## src/rtl/floo_wormhole_rr_arbiter.sv

```systemverilog
// Output-link arbiter for a FlooNoC router port. Round-robin fairness at
// packet granularity with a wormhole lock held from head flit to last flit,
// plus a sticky watchdog that flags packets running past MaxPktLen flits.
//
// state | meaning
// ------+----------------------------------------------------------------
// IDLE  | no packet owns the link; pick is forwarded straight through
// STALL | head flit offered but not accepted; choice frozen in sel_q
// LOCK  | head accepted; link reserved for sel_q until its last flit
module floo_wormhole_rr_arbiter #(
  parameter int unsigned NumInputs = 5,
  parameter int unsigned FlitWidth = 64,
  parameter int unsigned MaxPktLen = 256,
  localparam int unsigned IdxW = $clog2(NumInputs),
  localparam int unsigned CntW = $clog2(MaxPktLen + 1)
) (
  input  logic                           clk_i,
  input  logic                           rst_ni,
  input  logic [NumInputs-1:0]           valid_i,
  output logic [NumInputs-1:0]           ready_o,
  input  logic [NumInputs*FlitWidth-1:0] data_i,
  input  logic [NumInputs-1:0]           last_i,
  output logic                           valid_o,
  input  logic                           ready_i,
  output logic [FlitWidth-1:0]           data_o,
  output logic                           last_o,
  output logic [IdxW-1:0]                gnt_idx_o,
  output logic                           locked_o,
  output logic                           timeout_o
);

  typedef enum logic [1:0] {IDLE, STALL, LOCK} state_e;

  state_e          state_q, state_d;
  logic [IdxW-1:0] sel_q, sel_d;
  logic [IdxW-1:0] rr_ptr_q, rr_ptr_d;
  logic [CntW-1:0] flit_cnt_q, flit_cnt_d;
  logic            timeout_q, timeout_d;

  logic [IdxW-1:0] pick;
  logic            pick_vld;
  logic [IdxW-1:0] idx;
  logic [IdxW-1:0] idx_inc;
  logic            hs;

  // Round-robin scan: first valid input starting at rr_ptr_q, wrapping.
  always_comb begin
    pick     = rr_ptr_q;
    pick_vld = 1'b0;
    for (int i = NumInputs - 1; i >= 0; i--) begin
      if (valid_i[(int'(rr_ptr_q) + i) % NumInputs]) begin
        pick     = IdxW'((int'(rr_ptr_q) + i) % NumInputs);
        pick_vld = 1'b1;
      end
    end
  end

  // State register.
  always_ff @(posedge clk_i) begin
    if (!rst_ni) begin
      state_q <= IDLE;
    end else begin
      state_q <= state_d;
    end
  end

  // Selection, pointer, flit counter and sticky watchdog registers.
  always_ff @(posedge clk_i) begin
    if (!rst_ni) begin
      sel_q      <= '0;
      rr_ptr_q   <= '0;
      flit_cnt_q <= '0;
      timeout_q  <= 1'b0;
    end else begin
      sel_q      <= sel_d;
      rr_ptr_q   <= rr_ptr_d;
      flit_cnt_q <= flit_cnt_d;
      timeout_q  <= timeout_d;
    end
  end

  // Next-state and datapath update; the forwarded index is idx in every state.
  always_comb begin
    state_d    = state_q;
    sel_d      = sel_q;
    rr_ptr_d   = rr_ptr_q;
    flit_cnt_d = flit_cnt_q;
    hs         = valid_o & ready_i;
    idx_inc    = (idx == IdxW'(NumInputs - 1)) ? '0 : idx + 1'b1;
    unique case (state_q)
      IDLE, STALL: begin
        if (hs) begin
          if (last_o) begin
            state_d    = IDLE;
            rr_ptr_d   = idx_inc;
            flit_cnt_d = '0;
          end else begin
            state_d    = LOCK;
            sel_d      = idx;
            flit_cnt_d = CntW'(1);
          end
        end else if (valid_o) begin
          state_d = STALL;
          sel_d   = idx;
        end
      end
      LOCK: begin
        if (hs) begin
          if (last_o) begin
            state_d    = IDLE;
            rr_ptr_d   = idx_inc;
            flit_cnt_d = '0;
          end else if (flit_cnt_q != CntW'(MaxPktLen)) begin
            flit_cnt_d = flit_cnt_q + 1'b1;
          end
        end
      end
      default: state_d = IDLE;
    endcase
    // Flag in the same edge the counter reaches the limit, then hold.
    timeout_d = timeout_q | ((state_d == LOCK) && (flit_cnt_d == CntW'(MaxPktLen)));
  end

  // Zero-latency forwarding mux and status outputs.
  always_comb begin
    idx       = (state_q == IDLE) ? pick : sel_q;
    valid_o   = valid_i[idx] & ((state_q != IDLE) | pick_vld);
    data_o    = data_i[int'(idx)*FlitWidth +: FlitWidth];
    last_o    = last_i[idx];
    ready_o   = '0;
    if ((state_q != IDLE) || pick_vld) begin
      ready_o[idx] = ready_i;
    end
    gnt_idx_o = idx;
    locked_o  = (state_q != IDLE);
    timeout_o = timeout_q;
  end

`ifndef SYNTHESIS
  a_stall_hold : assert property (@(posedge clk_i) disable iff (!rst_ni)
    (state_q == STALL) |-> valid_i[sel_q]);
  a_idx_range : assert property (@(posedge clk_i) disable iff (!rst_ni)
    int'(gnt_idx_o) < NumInputs);
  a_ready_onehot : assert property (@(posedge clk_i) disable iff (!rst_ni)
    $onehot0(ready_o));
`endif

endmodule

```

## config.mk

```make
export PLATFORM = sky130hd
export DESIGN_NAME = floo_wormhole_rr_arbiter
export DESIGN_NICKNAME = d
export VERILOG_FILES = /design/src/rtl/floo_wormhole_rr_arbiter.sv
export SDC_FILE = /design/constraint.sdc
export NUM_CORES = 1
export LEC_CHECK = 0
export ABC_AREA = 1
export BUFFER_PORTS_ARGS = -buffer_cell sky130_fd_sc_hd__buf_2
export CORE_AREA = 10 10 153 155
export DETAILED_ROUTE_END_ITERATION = 8
export DIE_AREA = 0 0 163 165
export PLACE_DENSITY = 0.57
export SYNTH_ARGS = -nofsm -noshare
export SYNTH_HDL_FRONTEND = slang
export SYNTH_SLANG_ARGS = --single-unit
```

## constraint.sdc

```tcl
create_clock -name clk_i -period 6.21 [get_ports clk_i]
set_clock_uncertainty 0.05 [all_clocks]
set_input_delay 1.242 -clock clk_i [delete_from_list [all_inputs] [get_ports clk_i]]
set_output_delay 1.242 -clock clk_i [all_outputs]
set_load 0.05 [all_outputs]
```

==> flow_summary.yaml, run 1 <==
setup_path:
  cp_max_fo: 24
  crit_path_end_kind: "primary output"
  rrSetupSlack_ps: 1230
  critPathLaunchType: "flop"
  cp_data_required_time_ps: 4920
  crit_path_end: "data_o[31]"
  critical_path_class: "reg2out"
  startpoint: "rr_ptr_q[1]"
  reg2reg_depth: 35
  reg2reg_from: "rr_ptr_q[1]"
  worstPathArrival_ps: 4570
  reg2reg_to: "timeout_o"
clocking:
  insertion_delay_ps: 250
  clk_pin_slew_ps: 60
  cts_buffer_depth: 2
  cts_buffers: 3
  cts_tree: "built"
  cts.sinks: 18
  cts_root_buf: "clkbuf_16"
  htree_levels: 1
sta:
  fin_crit_sh: 0.9435
  setup_viol: 0
  tns_ps: 0
  fmax_mhz: 170.7
  drv_slew: 0
  worst_slew_pin_slew_ps: 744.1
  hold_viol_final: 0
  period_needed_ps: 5859
  max_slew_margin: 0.4994
cells_and_area:
  area_growth_pct: 55.99
  final_nets: 1657
  drive_above_1_share: 0.3924
placement:
  hpwl_um: 27410
  port_buffers: 408
  gp_congestion: 0.9877
detailed_routing:
  via_count: 7967
  dr_wl_met3_um: 3444
  wl_met1_um: 13320
  ant_nets: 0
  avgViaCountPerCell: 5.046
  wl_um: 33660
  wl_per_cell_um: 21.32
  drc: 0
  top_layer_used: "met5"
  drt-initial-drc-count: 693
  dr.pass1.iters: 5
  dr_wl_met2_um: 16420
floorplanning:
  die_y_um: 165
  start_util: 0.2471
  num_rows: 52
  ios: 409
  die_area_um2: 26900
  die_width_um: 163
  core_um2: 20170
status:
  status: "finished clean"
yosys:
  syn_area_um2: 4984
  synth-main-ff-cell: "dfxtp_1"
  async_reset_ff_frac: 0
  yosys_warnings: 0
  synth-edff-count: 0
  ys_types: 42
  yosysSeqAreaShare: 0.07231
  synthCells: 919
  syn_area_per_cell_um2: 5.423
  ys_ff_latch: 18
  synth_nets: 1278
grt:
  antenna_found_initial: 22
  grt_max_degree: 70
  grt_usage: 0.2290
  grt_pass1_wl_um: 48160
  grt_pass1_vias: 7670
  gr-total-overflow: 0
flow_run:
  drv_cap: 0
min_path:
  hold_depth: 2
  hold_path_class: "reg2reg"
==> cells in the final DEF, fill, tap and decap left out, types with 2 or more instances in the layout <==
| cell | count |
|---|---|
| a211oi_1 | 2 |
| a21oi_1 | 12 |
| a21oi_2 | 2 |
| buf_12 | 9 |
| buf_2 | 383 |
| buf_4 | 20 |
| buf_6 | 5 |
| clkbuf_16 | 4 |
| clkbuf_4 | 9 |
| clkinv_1 | 2 |
| dfxtp_1 | 17 |
| diode_2 | 12 |
| ha_1 | 23 |
| inv_1 | 77 |
| inv_2 | 8 |
| inv_4 | 4 |
| nand2_1 | 185 |
| nand2_2 | 17 |
| nand2_4 | 4 |
| nand3_1 | 65 |
| nand3_2 | 12 |
| nand4_1 | 11 |
| nor2_1 | 164 |
| nor2_2 | 2 |
| nor2_4 | 3 |
| nor3_1 | 3 |
| nor4_1 | 3 |
| o211ai_1 | 4 |
| o21ai_0 | 144 |
| o21ai_1 | 6 |
| o21ai_2 | 5 |
| o221ai_1 | 53 |
| o221ai_2 | 11 |
| xor2_1 | 10 |
==> worst min path at each step <==
stage,start,endpoint,slack [ps]
global placement,sel_q[2],sel_q[2],380
floorplan,sel_q[2],sel_q[2],370
finish,sel_q[2],sel_q[2],390
detailed placement,sel_q[2],sel_q[2],390
CTS,sel_q[2],sel_q[2],400
global route,sel_q[1],sel_q[1],420
==> per-layer routing <==
metal / vias to the layer above / GRT usage
met5: - / 0
met4: 24 / 0.03115
met3: 46 / 0.07891
met2: 364 / 0.3856
met1: 3630 / 0.2821
li1: 3903 / -
==> synth_stat cells (all sizes together) (2+ instances only) <==
cell type / instances / area (um^2)
clkbuf: 48 / 180.2
nand3: 77 / 440.4
inv: 89 / 339.1
nor3: 3 / 15.01
clkinv: 2 / 7.510
o211ai: 4 / 30.03
o21ai: 155 / 794.5
nor4: 3 / 18.77
dfxtp: 18 / 360.4
a21oi: 15 / 93.85
xor2: 10 / 87.58
nand2: 206 / 840.8
buf: 7 / 52.55
nor2: 169 / 651.9
nand4: 11 / 68.82
or2: 2 / 12.52
xnor2: 2 / 36.29
a211oi: 2 / 15.01
o221ai: 64 / 560.5
ha: 25 / 312.8
==> registers in the layout (all words and copies together), names as in the netlist <==
register    count
sel_q           3
timeout_o       1
flit_cnt_q      9
rr_ptr_q        3
state_q         2
==> stage by stage <==
stage | std cells | hold slack [ps] | setup slack, ps | cell area, um^2 | util
global placement | 1557 | 382.7 | 274.1 | 7445 | 0.3691
floorplan | 919 | 373.1 | -21.73 | 5027 | -
CTS | 1562 | 395.4 | 60.56 | 7589 | 0.3762
finish | 1579 | 393.1 | 350.7 | 7774 | 0.3854
detailed placement | 1557 | 386.3 | 207.4 | 7445 | 0.3691
global route | 1573 | 422.8 | -37.64 | 7759 | 0.3847
==> worst max-delay path, cell delays in order (launching register included) <==
cell	delay, ps
dfxtp_2	410
inv_4	100
ha_2	430
nand2_2	90
clkinv_1	60
o21ai_1	50
o21ai_0	160
inv_1	160
ha_1	220
or2_2	300
nand3_2	120
nand2_4	90
o21ai_2	160
nand3_1	110
nand2_2	90
nand2_2	70
nand3b_1	110
nand2_1	60
nand2_1	50
nand2_1	90
nand2_1	90
nand2_2	90
nor2_4	200
buf_12	200
buf_6	180
o21ai_0	100
o221ai_1	200
buf_2	300
==> cell type report <==
type,instances,area [um^2]
Antenna cell,12,30.03
Inverter,91,351.6
Sequential cell,18,361.6
Multi-Input combinational cell,755,4148
Tap cell,270,337.8
Fill cell,2281,12400
Clock buffer,4,88.84
Timing Repair Buffer,429,2456
==> what timing repair did <==
action                                 in CTS  in global routing
pin swaps                                   0                  1
setup endpoints to repair                   5                 69
resized for setup                           5                 40
hold buffers                                0                  0
endpoints found under the hold margin       0                  0
cloned                                      1                  1
buffers inserted                            0                  4
==> cells by family after synthesis <==
| family | share of synthesized area |
|---|---|
| XOR/XNOR | 0.02486 |
| adder cells (fa/ha/maj) | 0.06678 |
| AND/OR/NAND/NOR | 0.4155 |
| buffers and inverters | 0.1162 |
| flip-flops | 0.07231 |
| AO/OA/AOI/OAI | 0.3043 |
Power of run 1 is not shown: default switching activity piles up to over one toggle a cycle in this logic, so the estimate is an artifact.
==> run 2: changes to the inputs <==
==> constraint.sdc (replaced) <==
create_clock -name clk_i -period 5.7 [get_ports clk_i]
set_clock_uncertainty 0.05 [all_clocks]
set_input_delay 1.14 -clock clk_i [delete_from_list [all_inputs] [get_ports clk_i]]
set_output_delay 1.14 -clock clk_i [all_outputs]
set_load 0.005 [all_outputs]
==> run 2 against run 1 <==
Global-route usage is 1.0 points lower. Non-clock buffer count grew 23. Critical endpoint is now data_o[59]. First-iteration DRC count shrank 13%. Sequential share of layout area fell by 0.13 points. Via count increased by 2.0%. Setup slack worse by 90 ps. Wire length up 2.7%. Cell area increased by 4.0%. Utilization rose by 1.5 points. Hold slack gained 2.5 ps. Clock-buffer cell count is the same. Critical path depth is the same.
==> flow_summary.yaml, run 2 (synthesis gave the netlist of run 1 again) <==
grt:
  antenna_found_initial: 32
  grt_pass1_vias: 7633
  gr-total-overflow: 0
  grt_max_degree: 76
  grt_usage: 0.2187
  grt_pass1_wl_um: 46240
detailed_routing:
  via_count: 8127
  drc: 0
  dr.pass1.iters: 7
  avgViaCountPerCell: 5.045
  wl_per_cell_um: 21.46
  drt-initial-drc-count: 603
  wl_um: 34570
  ant_nets: 0
sta:
  worst_slew_pin_slew_ps: 691.7
  fin_crit_sh: 0.9543
  hold_ws_ps: 395.5
  fmax_mhz: 183.8
  hold_viol_final: 0
  tns_ps: 0
  setup_viol: 0
  setup_ws_ps: 260.5
  period_needed_ps: 5440
  drv_slew: 0
  max_slew_margin: 0.5346
clocking:
  htree_levels: 1
  cts_root_buf: "clkbuf_16"
  cts_buffer_depth: 2
  cts_buffers: 3
  cts.sinks: 18
  cts_tree: "built"
  insertion_delay_ps: 250
  clk_pin_slew_ps: 60
  postCtsHoldBufs: 0
cells_and_area:
  layout_commonest_cell: "buf_2"
  mostFrequentLayoutCells: "buf_2 (408), nand2_1 (180), nor2_1 (164), o21ai_0 (141), inv_1 (77)"
  final_area_um2: 8082
  largestRegisters: "flit_cnt_q x9, rr_ptr_q x3, sel_q x3"
  fillers: 2291
  largest_register_ffs: 9
  drive_above_1_share: 0.4083
  final_nets: 1680
  area_growth_pct: 62.16
  stdcell_count: 1611
  largest_register: "flit_cnt_q"
pwr:
  leakagePower_uw: 0.004136
  power.density_nw_per_um2: 631.2
  peakVddDrop_mv: 0.2670
setup_path:
  rrSetupSlack_ps: 960
  cpMostUsedCell: "nand2_2"
  critical_path_class: "reg2out"
  cp_max_fo: 10
  critPathLaunchType: "flop"
  slowest_stage: "ha_2"
  worst_path_largest_cell_delay_ps: 430
  worstPathArrival_ps: 4250
  path_buf_inv: 6
  crit_path_end_kind: "primary output"
  cp_data_required_time_ps: 4510
  path_delay_family: "simple AND/OR/NAND/NOR gates"
floorplanning:
  die_area_um2: 26900
  core_um2: 20170
  start_util: 0.2471
  ios: 409
  num_rows: 52
  die_width_um: 163
  die_y_um: 165
status:
  status: "finished clean"
min_path:
  hold_path_class: "reg2reg"
placement:
  hpwl_um: 26730
  port_buffers: 408
  gp_congestion: 0.9640
  dp.cells: 1561
  dp_slack_ps: 196.9
  placed_area_um2: 7378
flow_run:
  drv_cap: 0
## run 2: changes by cell type in the layout (fill, tap and decap cells not counted), sizes merged
cell | previous run | this run
buf | 418 | 444
bufbuf | 1 | 0
clkbuf | 14 | 12
diode | 12 | 21
## run 2: layout make-up
| cell class | instances | area, um^2 | share of cell area |
|---|---|---|---|
| Antenna cell | 21 | 52.55 | 0.006503 |
| Clock buffer | 4 | 88.84 | 0.01099 |
| Inverter | 91 | 356.6 | 0.04412 |
| Multi-Input combinational cell | 755 | 4180 | 0.5173 |
| Sequential cell | 18 | 365.4 | 0.04521 |
| Tap cell | 270 | 337.8 | 0.04180 |
| Timing Repair Buffer | 452 | 2700 | 0.3341 |
## run 2: path summary, 6_finish.rpt
| path | from | end | depth (start not counted) |
|---|---|---|---|
| setup / recovery | rr_ptr_q[1] | data_o[59] | 27 |
| hold / removal | sel_q[0] | sel_q[0] | 2 |
| setup reg to reg | rr_ptr_q[1] | timeout_o | 35 |
| hold reg to reg | sel_q[0] | sel_q[0] | 2 |
## run 2: power breakdown
part           internal [uW]  total, uW  switching [uW]  leakage (uW)
clock network            107        162            54.8     0.0000443
registers                154        177            22.9      0.000148
logic                   1940       4760            2820       0.00394
total                   2210       5100            2900       0.00414
## run 2: through the flow
stage	total power, uW	util
2_1_floorplan	2512	-
3_3_place_gp	4218	0.3658
3_5_place_dp	4217	0.3658
4_1_cts	4446	0.3721
5_1_grt	5498	0.3994
6_report	5101	0.4007
## run 2: per-layer routing
| layer | routed length, um | track usage | vias up | share of wire |
|---|---|---|---|---|
| met5 | 172 | 0 | - | 0.0050 |
| met4 | 596 | 0.04139 | 28 | 0.017 |
| met3 | 3239 | 0.08315 | 61 | 0.094 |
| met2 | 17280 | 0.3838 | 318 | 0.50 |
| met1 | 13280 | 0.2486 | 3761 | 0.38 |
| li1 | - | - | 3959 | - |
## run 2: worst register-to-register path: cells and delay by family, from the launching register on
kind	cells	cell delay, ps
AND/OR/NAND/NOR	24	2590
buffers and inverters	5	550
AO/OA/AOI/OAI	4	480
adder cells (fa/ha/maj)	2	620
flip-flops	1	370
## run 2: timing repair
item,in CTS,in global routing
setup endpoints to repair,46,71
pin swaps,0,15
cloned,1,9
resized for setup,2,44
setup buffers,0,15
Note: power is estimated with default switching activity, not from simulation.
==> run 3: changes to the inputs <==
--- a/config.mk
+++ b/config.mk
@@ -7,10 +7,10 @@
 export LEC_CHECK = 0
 export ABC_AREA = 1
 export BUFFER_PORTS_ARGS = -buffer_cell sky130_fd_sc_hd__buf_2
-export CORE_AREA = 10 10 153 155
+export CORE_AREA = 2 2 158 160
 export DETAILED_ROUTE_END_ITERATION = 8
-export DIE_AREA = 0 0 163 165
-export PLACE_DENSITY = 0.57
+export DIE_AREA = 0 0 160 162
+export PLACE_DENSITY = 0.5
 export SYNTH_ARGS = -nofsm -noshare
 export SYNTH_HDL_FRONTEND = slang
 export SYNTH_SLANG_ARGS = --single-unit
==> run 3 against run 2 <==
Flip-flop and latch count unchanged. Non-clock buffer count decreased by 2. Setup slack got worse by 41 ps. Sequential share of layout area about the same. Critical endpoint is now data_o[56].
==> flow_summary.yaml, run 3 (synthesis gave the netlist of run 1 again) <==
status:
  status: "finished clean"
pwr:
  power.density_nw_per_um2: 629.6
  peakVddDrop_mv: 0.3089
  leakagePower_uw: 0.004113
  fin_total_pwr_uw: 5096
sta:
  worst_slew_pin_slew_ps: 756.8
  drv_slew: 0
  fin_crit_sh: 0.9615
  max_slew_margin: 0.4908
  tns_ps: 0
  period_needed_ps: 5480
  hold_ws_ps: 402.9
  setup_viol: 0
  fmax_mhz: 182.5
  hold_viol_final: 0
min_path:
  hold_path_class: "reg2reg"
cells_and_area:
  area_growth_pct: 62.42
  largestRegisters: "flit_cnt_q x9, rr_ptr_q x3, sel_q x3"
  final_area_um2: 8094
  stdcell_count: 1653
  mostFrequentLayoutCells: "buf_2 (407), nand2_1 (182), nor2_1 (164), o21ai_0 (142), inv_1 (75)"
  largest_register: "flit_cnt_q"
  drive_above_1_share: 0.4120
  layout_commonest_cell: "buf_2"
  largest_register_ffs: 9
  fillers: 2858
  final_nets: 1678
grt:
  grt_max_degree: 102
  gr-total-overflow: 0
  antenna_found_initial: 23
  grt_usage: 0.2249
  grt_pass1_wl_um: 45650
  grt_pass1_vias: 7797
placement:
  hpwl_um: 25930
  port_buffers: 408
  placed_area_um2: 7496
  dp.cells: 1620
  gp_congestion: 0.9685
clocking:
  cts_buffer_depth: 2
  clk_pin_slew_ps: 50
  htree_levels: 1
  cts_root_buf: "clkbuf_16"
  insertion_delay_ps: 250
  cts_buffers: 3
  cts.sinks: 18
  postCtsHoldBufs: 0
  cts_tree: "built"
setup_path:
  cp_data_required_time_ps: 4510
  critical_path_class: "reg2out"
  worstPathArrival_ps: 4290
  worst_path_largest_cell_delay_ps: 330
  cp_max_fo: 11
  slowest_stage: "dfxtp_2"
  crit_path_end_kind: "primary output"
  critPathLaunchType: "flop"
  cpMostUsedCell: "nand2_2"
detailed_routing:
  wl_um: 32840
  wl_per_cell_um: 19.86
  dr_wl_met2_um: 15340
  drc: 0
  ant_nets: 0
  dr.pass1.iters: 6
  via_count: 8149
  drt-initial-drc-count: 649
  top_layer_used: "met5"
  wl_met1_um: 13560
  avgViaCountPerCell: 4.930
  dr_wl_met3_um: 3195
floorplanning:
  die_width_um: 160
  die_area_um2: 25920
  die_y_um: 162
  core_um2: 24110
  start_util: 0.2067
  ios: 409
  num_rows: 57
flow_run:
  drv_cap: 0
==> run 3: cell count changes in the layout (fill, tap and decap cells not counted), moves of 4 or more <==
| cell | before | now |
|---|---|---|
| buf_12 | 9 | 5 |
| buf_8 | 0 | 4 |
| diode_2 | 21 | 11 |
| o221ai_1 | 63 | 54 |
| o221ai_2 | 1 | 10 |
==> run 3: per-stage QoR <==
step / setup slack (ps) / util
after floorplan: 476.5 / -
after global placement: 127.3 / 0.3110
after detailed placement: 40.99 / 0.3110
after CTS: -1.396 / 0.3163
after global routing: -36.98 / 0.3353
final: 219.5 / 0.3358
==> run 3: power by group <==
| group | leakage, uW | internal [uW] | total, uW | switching (uW) |
|---|---|---|---|---|
| combinational | 0.00392 | 1870 | 4760 | 2890 |
| sequential | 0.000148 | 154 | 178 | 23.8 |
| clock | 0.0000442 | 107 | 158 | 51.0 |
==> run 3: final cells by class <==
type                            count  area, um^2  share of cell area
Multi-Input combinational cell    755        4224              0.5219
Timing Repair Buffer              450        2626              0.3245
Tap cell                          324       405.4             0.05009
Sequential cell                    18       365.4             0.04514
Inverter                           91       356.6             0.04406
Clock buffer                        4       88.84             0.01098
Antenna cell                       11       27.53            0.003401
==> run 3: worst paths after layout <==
path | to | cells past startpoint | from | slack [ps]
max | data_o[56] | 28 | rr_ptr_q[1] | 220
max reg2reg | timeout_o | 37 | rr_ptr_q[1] | 910
min reg2reg | sel_q[2] | 2 | sel_q[2] | 400
min | sel_q[2] | 2 | sel_q[2] | 400
==> run 3: critical path: cells and delay by family, from the launching register on <==
family / cells / cell delay (ps)
AO/OA/AOI/OAI: 5 / 800
buffers and inverters: 7 / 820
AND/OR/NAND/NOR: 13 / 1480
XOR/XNOR: 1 / 160
flip-flops: 1 / 330
adder cells (fa/ha/maj): 2 / 450
==> run 3: repair_timing <==
item | CTS | global route
endpoints found under the setup margin | 61 | 67
gates cloned | 0 | 5
setup buffers | 2 | 11
gates resized for setup | 7 | 53
pin swaps | 3 | 9
==> run 3: routing by layer <==
layer / track usage / vias to the layer above
met3: 0.08274 / 64
met1: 0.2782 / 3761
met4: 0.04668 / 24
li1: - / 3937
met5: 0 / -
met2: 0.3756 / 363
